--- config.mk ---
export PLATFORM = sky130hd
export DESIGN_NAME = line_follow_sequencer_flat
export DESIGN_NICKNAME = d
export VERILOG_FILES = /design/src/rtl/line_follow_sequencer_if.sv /design/src/rtl/line_follow_sequencer.sv /design/src/flat_wrapper.sv
export SDC_FILE = /design/constraint.sdc
export NUM_CORES = 1
export LEC_CHECK = 0
export BUFFER_PORTS_ARGS = -buffer_cell sky130_fd_sc_hd__buf_2
export CAP_MARGIN = 10
export CORE_MARGIN = 4
export CORE_UTILIZATION = 64
export CTS_BUF_LIST = sky130_fd_sc_hd__clkbuf_8
export DETAILED_ROUTE_END_ITERATION = 8
export PLACE_DENSITY = 0.95
export SYNTH_ARGS = -nofsm -noshare
export SYNTH_HDL_FRONTEND = slang
export SYNTH_SLANG_ARGS = --single-unit
--- constraint.sdc ---
create_clock -name clk_50M -period 7.7 [get_ports clk_50M]
set_clock_uncertainty 0.15 [all_clocks]
set_input_delay 1.54 -clock clk_50M [delete_from_list [all_inputs] [get_ports clk_50M]]
set_output_delay 1.54 -clock clk_50M [all_outputs]
set_load 0.02 [all_outputs]
--- src/rtl/line_follow_sequencer_if.sv ---
// Sensor, plan-load and motor-drive signals of the line-follow sequencer.
// The sequencer takes the slave side; the stimulus/LFA side takes the master side.
interface line_follow_sequencer_if;
    logic        start;
    logic        sample_valid;
    logic [11:0] left;
    logic [11:0] middle;
    logic [11:0] right;
    logic        plan_wr_en;
    logic [3:0]  plan_wr_addr;
    logic [1:0]  plan_wr_data;
    logic        m1_a;
    logic        m1_b;
    logic        m2_a;
    logic        m2_b;
    logic [3:0]  dc1;
    logic [3:0]  dc2;
    logic [3:0]  node_count;
    logic        busy;
    logic        done;
    logic        fault;

    modport master (
        output start, sample_valid, left, middle, right,
               plan_wr_en, plan_wr_addr, plan_wr_data,
        input  m1_a, m1_b, m2_a, m2_b, dc1, dc2, node_count, busy, done, fault
    );

    modport slave (
        input  start, sample_valid, left, middle, right,
               plan_wr_en, plan_wr_addr, plan_wr_data,
        output m1_a, m1_b, m2_a, m2_b, dc1, dc2, node_count, busy, done, fault
    );
endinterface

--- src/rtl/line_follow_sequencer.sv ---
// Debounced, plan-driven line-follow controller: steers on LFA samples, confirms
// junctions, and executes one turn-plan entry per confirmed node.
module line_follow_sequencer #(
    parameter logic [11:0] THRESH        = 12'd100,
    parameter int          NODE_SAMPLES  = 3,
    parameter int          CLEAR_SAMPLES = 4,
    parameter int          TURN_MIN      = 6,
    parameter int          LOST_SAMPLES  = 8,
    parameter int          PLAN_DEPTH    = 16
) (
    input  logic                   clk_50M,
    input  logic                   reset,
    line_follow_sequencer_if.slave bus
);
    localparam int IW = 4;
    localparam int CW = 8;

    typedef enum logic [2:0] {
        S_IDLE, S_FOLLOW, S_NODE, S_CLEAR, S_TURN, S_DONE, S_FAULT
    } state_e;

    typedef struct packed {
        logic       m1_a;
        logic       m1_b;
        logic       m2_a;
        logic       m2_b;
        logic [3:0] dc1;
        logic [3:0] dc2;
    } drive_t;

    localparam drive_t D_STOP   = '{1'b0, 1'b0, 1'b0, 1'b0, 4'd0,  4'd0};
    localparam drive_t D_FWD    = '{1'b1, 1'b0, 1'b1, 1'b0, 4'd11, 4'd11};
    localparam drive_t D_CORR_R = '{1'b1, 1'b0, 1'b0, 1'b1, 4'd7,  4'd3};
    localparam drive_t D_CORR_L = '{1'b0, 1'b0, 1'b1, 1'b0, 4'd7,  4'd3};
    localparam drive_t D_SPIN_L = '{1'b0, 1'b1, 1'b1, 1'b0, 4'd7,  4'd7};
    localparam drive_t D_SPIN_R = '{1'b1, 1'b0, 1'b0, 1'b1, 4'd7,  4'd7};

    state_e          state_q, state_d;
    drive_t          drive_q, drive_d;
    logic [CW-1:0]   cnt_q, cnt_d;
    logic [CW-1:0]   lost_q, lost_d;
    logic [3:0]      node_cnt_q, node_cnt_d;
    logic [IW-1:0]   plan_idx_q, plan_idx_d;
    logic            busy_q, busy_d;
    logic            done_q, done_d;
    logic            fault_q, fault_d;

    logic [1:0]      plan_mem [PLAN_DEPTH];
    logic [1:0]      plan_code;
    logic            plan_we;

    logic            sl, sm, sr;
    logic            all_on, all_off, centred;
    logic            smp;

    assign sl      = bus.left   > THRESH;
    assign sm      = bus.middle > THRESH;
    assign sr      = bus.right  > THRESH;
    assign all_on  = sl & sm & sr;
    assign all_off = ~sl & ~sm & ~sr;
    assign centred = ~sl & sm & ~sr;
    assign smp     = bus.sample_valid;

    // Plan memory is deliberately not reset: it survives a run abort.
    assign plan_we   = bus.plan_wr_en && (state_q == S_IDLE || state_q == S_DONE);
    assign plan_code = plan_mem[plan_idx_q];

    always_ff @(posedge clk_50M) begin
        if (plan_we) plan_mem[bus.plan_wr_addr] <= bus.plan_wr_data;
    end

    always_ff @(posedge clk_50M or posedge reset) begin
        if (reset) begin
            state_q    <= S_IDLE;
            drive_q    <= D_STOP;
            cnt_q      <= '0;
            lost_q     <= '0;
            node_cnt_q <= '0;
            plan_idx_q <= '0;
            busy_q     <= 1'b0;
            done_q     <= 1'b0;
            fault_q    <= 1'b0;
        end else begin
            state_q    <= state_d;
            drive_q    <= drive_d;
            cnt_q      <= cnt_d;
            lost_q     <= lost_d;
            node_cnt_q <= node_cnt_d;
            plan_idx_q <= plan_idx_d;
            busy_q     <= busy_d;
            done_q     <= done_d;
            fault_q    <= fault_d;
        end
    end

    always_comb begin
        state_d    = state_q;
        drive_d    = drive_q;
        cnt_d      = cnt_q;
        lost_d     = lost_q;
        node_cnt_d = node_cnt_q;
        plan_idx_d = plan_idx_q;

        case (state_q)
            S_IDLE, S_DONE: begin
                drive_d = D_STOP;
                // A sample arriving with start belongs to the previous run and is dropped.
                if (bus.start) begin
                    state_d    = S_FOLLOW;
                    node_cnt_d = '0;
                    plan_idx_d = '0;
                    cnt_d      = '0;
                    lost_d     = '0;
                end
            end

            S_FOLLOW: begin
                if (smp) begin
                    lost_d = all_off ? lost_q + 8'd1 : '0;
                    if (all_on) begin
                        state_d = S_NODE;
                        cnt_d   = 8'd1;
                        drive_d = D_FWD;
                    end else if (centred) begin
                        drive_d = D_FWD;
                    end else if (~sl & sm & sr) begin
                        drive_d = D_CORR_R;
                    end else if (sl & ~sm & ~sr) begin
                        drive_d = D_CORR_L;
                    end else if (all_off && (lost_q + 8'd1 == CW'(LOST_SAMPLES))) begin
                        state_d = S_FAULT;
                        drive_d = D_STOP;
                    end
                end
            end

            S_NODE: begin
                drive_d = D_FWD;
                if (smp) begin
                    if (!all_on) begin
                        state_d = S_FOLLOW;
                        cnt_d   = '0;
                        lost_d  = '0;
                    end else if (cnt_q + 8'd1 == CW'(NODE_SAMPLES)) begin
                        node_cnt_d = (node_cnt_q == 4'hF) ? node_cnt_q : node_cnt_q + 4'd1;
                        plan_idx_d = (plan_idx_q == IW'(PLAN_DEPTH - 1)) ? '0 : plan_idx_q + 4'd1;
                        cnt_d      = '0;
                        case (plan_code)
                            2'b00: begin state_d = S_CLEAR; drive_d = D_FWD;    end
                            2'b01: begin state_d = S_TURN;  drive_d = D_SPIN_L; end
                            2'b10: begin state_d = S_TURN;  drive_d = D_SPIN_R; end
                            default: begin state_d = S_DONE; drive_d = D_STOP;  end
                        endcase
                    end else begin
                        cnt_d = cnt_q + 8'd1;
                    end
                end
            end

            S_CLEAR: begin
                drive_d = D_FWD;
                if (smp) begin
                    if (cnt_q + 8'd1 == CW'(CLEAR_SAMPLES)) begin
                        state_d = S_FOLLOW;
                        cnt_d   = '0;
                        lost_d  = '0;
                    end else begin
                        cnt_d = cnt_q + 8'd1;
                    end
                end
            end

            S_TURN: begin
                // Spin direction was latched at confirm; only the exit is decided here.
                if (smp) begin
                    if (cnt_q == CW'(TURN_MIN)) begin
                        if (centred) begin
                            state_d = S_FOLLOW;
                            drive_d = D_FWD;
                            cnt_d   = '0;
                            lost_d  = '0;
                        end
                    end else begin
                        cnt_d = cnt_q + 8'd1;
                    end
                end
            end

            default: begin
                state_d = S_FAULT;
                drive_d = D_STOP;
            end
        endcase

        busy_d  = (state_d == S_FOLLOW) || (state_d == S_NODE) ||
                  (state_d == S_CLEAR)  || (state_d == S_TURN);
        done_d  = (state_d == S_DONE);
        fault_d = (state_d == S_FAULT);
    end

    assign bus.m1_a       = drive_q.m1_a;
    assign bus.m1_b       = drive_q.m1_b;
    assign bus.m2_a       = drive_q.m2_a;
    assign bus.m2_b       = drive_q.m2_b;
    assign bus.dc1        = drive_q.dc1;
    assign bus.dc2        = drive_q.dc2;
    assign bus.node_count = node_cnt_q;
    assign bus.busy       = busy_q;
    assign bus.done       = done_q;
    assign bus.fault      = fault_q;
endmodule

--- src/flat_wrapper.sv ---
// flat-port wrapper written by rule: the top's interface ports become plain ports
module line_follow_sequencer_flat 
#(
    parameter logic [11:0] THRESH        = 12'd100,
    parameter int          NODE_SAMPLES  = 3,
    parameter int          CLEAR_SAMPLES = 4,
    parameter int          TURN_MIN      = 6,
    parameter int          LOST_SAMPLES  = 8,
    parameter int          PLAN_DEPTH    = 16
)
  (clk_50M, reset, bus_start, bus_sample_valid, bus_left, bus_middle, bus_right, bus_plan_wr_en, bus_plan_wr_addr, bus_plan_wr_data, bus_m1_a, bus_m1_b, bus_m2_a, bus_m2_b, bus_dc1, bus_dc2, bus_node_count, bus_busy, bus_done, bus_fault);
  line_follow_sequencer_if bus_i ();
  input  logic clk_50M;
  input  logic reset;
  input wire logic [$bits(bus_i.start)-1:0] bus_start;
  input wire logic [$bits(bus_i.sample_valid)-1:0] bus_sample_valid;
  input wire logic [$bits(bus_i.left)-1:0] bus_left;
  input wire logic [$bits(bus_i.middle)-1:0] bus_middle;
  input wire logic [$bits(bus_i.right)-1:0] bus_right;
  input wire logic [$bits(bus_i.plan_wr_en)-1:0] bus_plan_wr_en;
  input wire logic [$bits(bus_i.plan_wr_addr)-1:0] bus_plan_wr_addr;
  input wire logic [$bits(bus_i.plan_wr_data)-1:0] bus_plan_wr_data;
  output wire logic [$bits(bus_i.m1_a)-1:0] bus_m1_a;
  output wire logic [$bits(bus_i.m1_b)-1:0] bus_m1_b;
  output wire logic [$bits(bus_i.m2_a)-1:0] bus_m2_a;
  output wire logic [$bits(bus_i.m2_b)-1:0] bus_m2_b;
  output wire logic [$bits(bus_i.dc1)-1:0] bus_dc1;
  output wire logic [$bits(bus_i.dc2)-1:0] bus_dc2;
  output wire logic [$bits(bus_i.node_count)-1:0] bus_node_count;
  output wire logic [$bits(bus_i.busy)-1:0] bus_busy;
  output wire logic [$bits(bus_i.done)-1:0] bus_done;
  output wire logic [$bits(bus_i.fault)-1:0] bus_fault;
  assign bus_i.start = bus_start;
  assign bus_i.sample_valid = bus_sample_valid;
  assign bus_i.left = bus_left;
  assign bus_i.middle = bus_middle;
  assign bus_i.right = bus_right;
  assign bus_i.plan_wr_en = bus_plan_wr_en;
  assign bus_i.plan_wr_addr = bus_plan_wr_addr;
  assign bus_i.plan_wr_data = bus_plan_wr_data;
  assign bus_m1_a = bus_i.m1_a;
  assign bus_m1_b = bus_i.m1_b;
  assign bus_m2_a = bus_i.m2_a;
  assign bus_m2_b = bus_i.m2_b;
  assign bus_dc1 = bus_i.dc1;
  assign bus_dc2 = bus_i.dc2;
  assign bus_node_count = bus_i.node_count;
  assign bus_busy = bus_i.busy;
  assign bus_done = bus_i.done;
  assign bus_fault = bus_i.fault;
  line_follow_sequencer #(.THRESH(THRESH), .NODE_SAMPLES(NODE_SAMPLES), .CLEAR_SAMPLES(CLEAR_SAMPLES), .TURN_MIN(TURN_MIN), .LOST_SAMPLES(LOST_SAMPLES), .PLAN_DEPTH(PLAN_DEPTH)) u_core (.clk_50M(clk_50M), .reset(reset), .bus(bus_i));
endmodule
==> flow_metrics.tcl <==
set metrics [dict create \
    status "completed" \
    rsz0062_at_grt "no" \
    startpoint "bus_right[11]" \
    diodes 0 \
    globalplace.congestion 0.9093 \
    clk_root_buffer_cell "clkbuf_8" \
    critPathBufInv 1 \
    cp.arrival_ns 4.33 \
    timing.rr.start "u_core.cnt_q[1]$_DFFE_PP0P_" \
    ir_worst_vdd_uv 163.2 \
    grt_pass1_wl_um 15390 \
    max_slew_margin_pct 14.38 \
    track_usage_pct 25.20 \
    avgSynthCellArea_um2 10.25 \
    p_switching_w 0.0001772 \
    fmax_ghz 0.2350 \
    power_frac_comb_pct 4.2 \
    post_drt_wl_per_cell_um 17.80 \
    p_int_w 0.0005255 \
    synth_top_area_share_pct 22.86 \
    slew_violations 0 \
    fin_util_pct 74.17 \
    rows 29 \
    synth_common_cells "40 x nand2_1, 38 x dfrtp_1, 35 x nor2_1, 32 x edfxtp_1, 23 x inv_1" \
    h-tree-depth 3 \
    fp.dieH_um 89.04 \
    synth.largest_area_cell "edfxtp_1" \
    clkLatencyLatePin_ns 0.35 \
    power.leakage_nw 1.905 \
    cp_common_cell "o21ai_1" \
    grt_overflow 0 \
    cp.required_ns 7.78 \
    cp_slowest_stage_delay_ns 0.86 \
    fillers 421 \
    numCtsBuffers 9 \
    vias_per_cell 6.508 \
    synth_nets 469 \
    ys.flop_type "dfrtp_1" \
    setup_viol 0 \
    synthMuxAreaShare_pct 7.413 \
    wirelength_um 9739 \
    syn_inst 410 \
    cts_tree "yes" \
    yosys_warnings 0 \
    async_flop_share_pct 54.29 \
    crit_family "compound AO/OA/AOI/OAI gates" \
    path_class "in2reg" \
    pwr-share-clk_pct 40.2 \
    pin_count 66 \
    drtPass1Iterations 5 \
    synth_xor_area_share_pct 1.459 \
    first_global_vias 3332 \
    synthAdderAreaFrac_pct 3.572 \
    worstPathCellList "buf_2 -> or4_4 -> a311oi_2 -> a41oi_4 -> or4_1 -> o21ai_1 -> o21ai_1" \
    total_power_w 0.0007027 \
    synth_edf_count 32 \
    grt_max_degree 39 \
    vias 3560 \
    nNetsFinal 524 \
    dieArea_um2 7927 \
    maxCapViolCount 0 \
    cp-end-kind "flop" \
    seqPwrFrac_pct 55.6 \
    period_minus_slack_ns 4.255 \
    layout-drive-gt1-share_pct 23.83 \
    finalCritPeriodShare_pct 55.27 \
    synth_most_common_cell "nand2_1" \
    post_cts_buffers 0 \
    min_path_type "reg2reg" \
    synth_seq_area_share_pct 45.49 \
    place_hpwl_um 7109 \
    synth_cell_types 69 \
    antenna_found_initial 0 \
    synth_area_leaders "edfxtp_1 23%, dfrtp_1 23%, mux4_2 5.4%, ha_1 3.6%, nand2_1 3.6%" \
    die_w_um 89.04 \
    cp_slowest_cell "a311oi_2" \
    cts_sinks 70 \
    cts.repair.resized 0 \
    ant_nets 0 \
    pwr_density_cell_nw_per_um2 149.2 \
    initial_core_util_pct 66.19 \
    postCtsHoldBufs 0 \
    synth_seq_cells 70 \
    area_growth_pct 12.06 \
    drc 0 \
    path_clk_slew_ns 0.08 \
    synth_top_family_by_area "simple AND/OR/NAND/NOR gates" \
    hp-start "u_core.bus.m1_a$_DFFE_PP0P_" \
    synthSimpleGateAreaFrac_pct 20.13 \
    hold_viol 0 \
    synth_area_um2 4203 \
    port_buffers 65 \
    drt-initial-drc-count 417 \
    synth_compound_area_share_pct 17.30 \
    crit_path_start_kind "input pin" \
    crit_fanout 11 \
    worst_pin_slew_ns 1.274 \
    tns_ns 0 \
    core_area_um2 6350 \
    swShare_pct 25.22 \
    ctsLongestPathBuffers 2 \
]
state kept, by name (all words and copies together) (netlist names):
signal / count
u_core.bus.m1_b: 1
u_core.bus.m2_a: 1
u_core.bus.fault: 1
u_core.plan_mem: 32
u_core.lost_q: 8
u_core.plan_idx_q: 4
u_core.bus.dc1: 1
u_core.bus.busy: 1
u_core.bus.m2_b: 1
u_core.bus.node_count: 4
u_core.cnt_q: 8
u_core.bus.done: 1
u_core.bus.m1_a: 1
u_core.state_q: 3
u_core.bus.dc2: 3
final cells by class:
| cell class | count | area, µm² | share of cell area, % |
|---|---|---|---|
| multi-input combinational | 295 | 2096 | 44.50 |
| clock inverter | 7 | 62.56 | 1.328 |
| timing repair buffer | 66 | 332.8 | 7.067 |
| clock buffer | 9 | 123.9 | 2.630 |
| inverter | 23 | 86.33 | 1.833 |
| sequential | 70 | 1912 | 40.60 |
| tap | 77 | 96.34 | 2.046 |
routing by layer:
metal  wire (µm)  GRT usage (%)  share of wire [%]  vias to the layer above
met5           0              0                  0                        -
met4         245          7.578                2.5                        0
met3         899          4.700                9.2                       30
met2        4829          45.01                 50                      194
met1        3765          31.14                 39                     1678
li1            -              -                  -                     1658
worst reg2reg max path: cells and delay by family, from the launching register on:
kind / cells / cell delay [ns]
AND/OR/NAND/NOR: 5 / 1.92
adder cells (fa/ha/maj): 1 / 0.29
XOR/XNOR: 1 / 0.22
AO/OA/AOI/OAI: 1 / 0.51
flip-flops: 1 / 0.44
placed cells by master (no fill, tap or decap), types with 9 or more instances in the layout:
| master | count |
|---|---|
| o21ai_0 | 18 |
| nor3_1 | 10 |
| clkbuf_8 | 9 |
| ha_1 | 12 |
| dfrtp_1 | 38 |
| nand3_1 | 18 |
| edfxtp_1 | 32 |
| nand2_1 | 40 |
| nor2_1 | 35 |
| inv_1 | 23 |
| buf_2 | 65 |
| mux4_2 | 10 |
| a21oi_1 | 18 |
cells by family (layout without fill, tap and decap cells):
group | Yosys count | count (layout)
muxes | 18 | 18
xor gates and xnor gates | 7 | 7
buffers and inverters | 45 | 105
and+or+nand+nor | 160 | 160
DFF | 70 | 70
AOI/OAI and AO/OA | 98 | 98
adders and majority gates | 12 | 12
worst paths after layout:
| path | to | slack [ns] | cells after the start |
|---|---|---|---|
| setup / recovery | u_core.lost_q[4]$_DFFE_PP0P_ | 3.44 | 7 |
| hold / removal | u_core.bus.m1_a$_DFFE_PP0P_ | 0.36 | 1 |
| setup reg to reg | u_core.bus.node_count[2]$_DFFE_PP0P_ | 4.07 | 8 |
| hold reg to reg | u_core.bus.m1_a$_DFFE_PP0P_ | 0.36 | 1 |
| max in group asynchronous | u_core.cnt_q[3]$_DFFE_PP0P_ | 5.91 | 3 |
| min in group asynchronous | u_core.bus.dc2[2]$_DFFE_PP0P_ | 1.13 | 3 |
through the flow:
step           setup WS (ns)  cell area (µm²)  hold WS, ns  instances
3_3_place_gp           3.268             4523       0.3383        531
5_1_grt                3.339             4710       0.3816        547
4_1_cts                3.454             4710       0.3646        547
2_1_floorplan          3.727             4203       0.3550        410
3_5_place_dp           3.107             4523       0.3454        531
6_report               3.445             4710       0.3585        547
power by group through the flow:
stage / registers, W / logic, W / clock network, W
3_5_place_dp: 0.000399 / 0.0000294 / 0
6_report: 0.000391 / 0.0000296 / 0.000283
2_1_floorplan: 0.000399 / 0.0000104 / 0
5_1_grt: 0.000391 / 0.0000326 / 0.000302
3_3_place_gp: 0.000399 / 0.0000282 / 0
4_1_cts: 0.000391 / 0.0000296 / 0.000286
No activity file was read; power rests on OpenSTA's default activity.
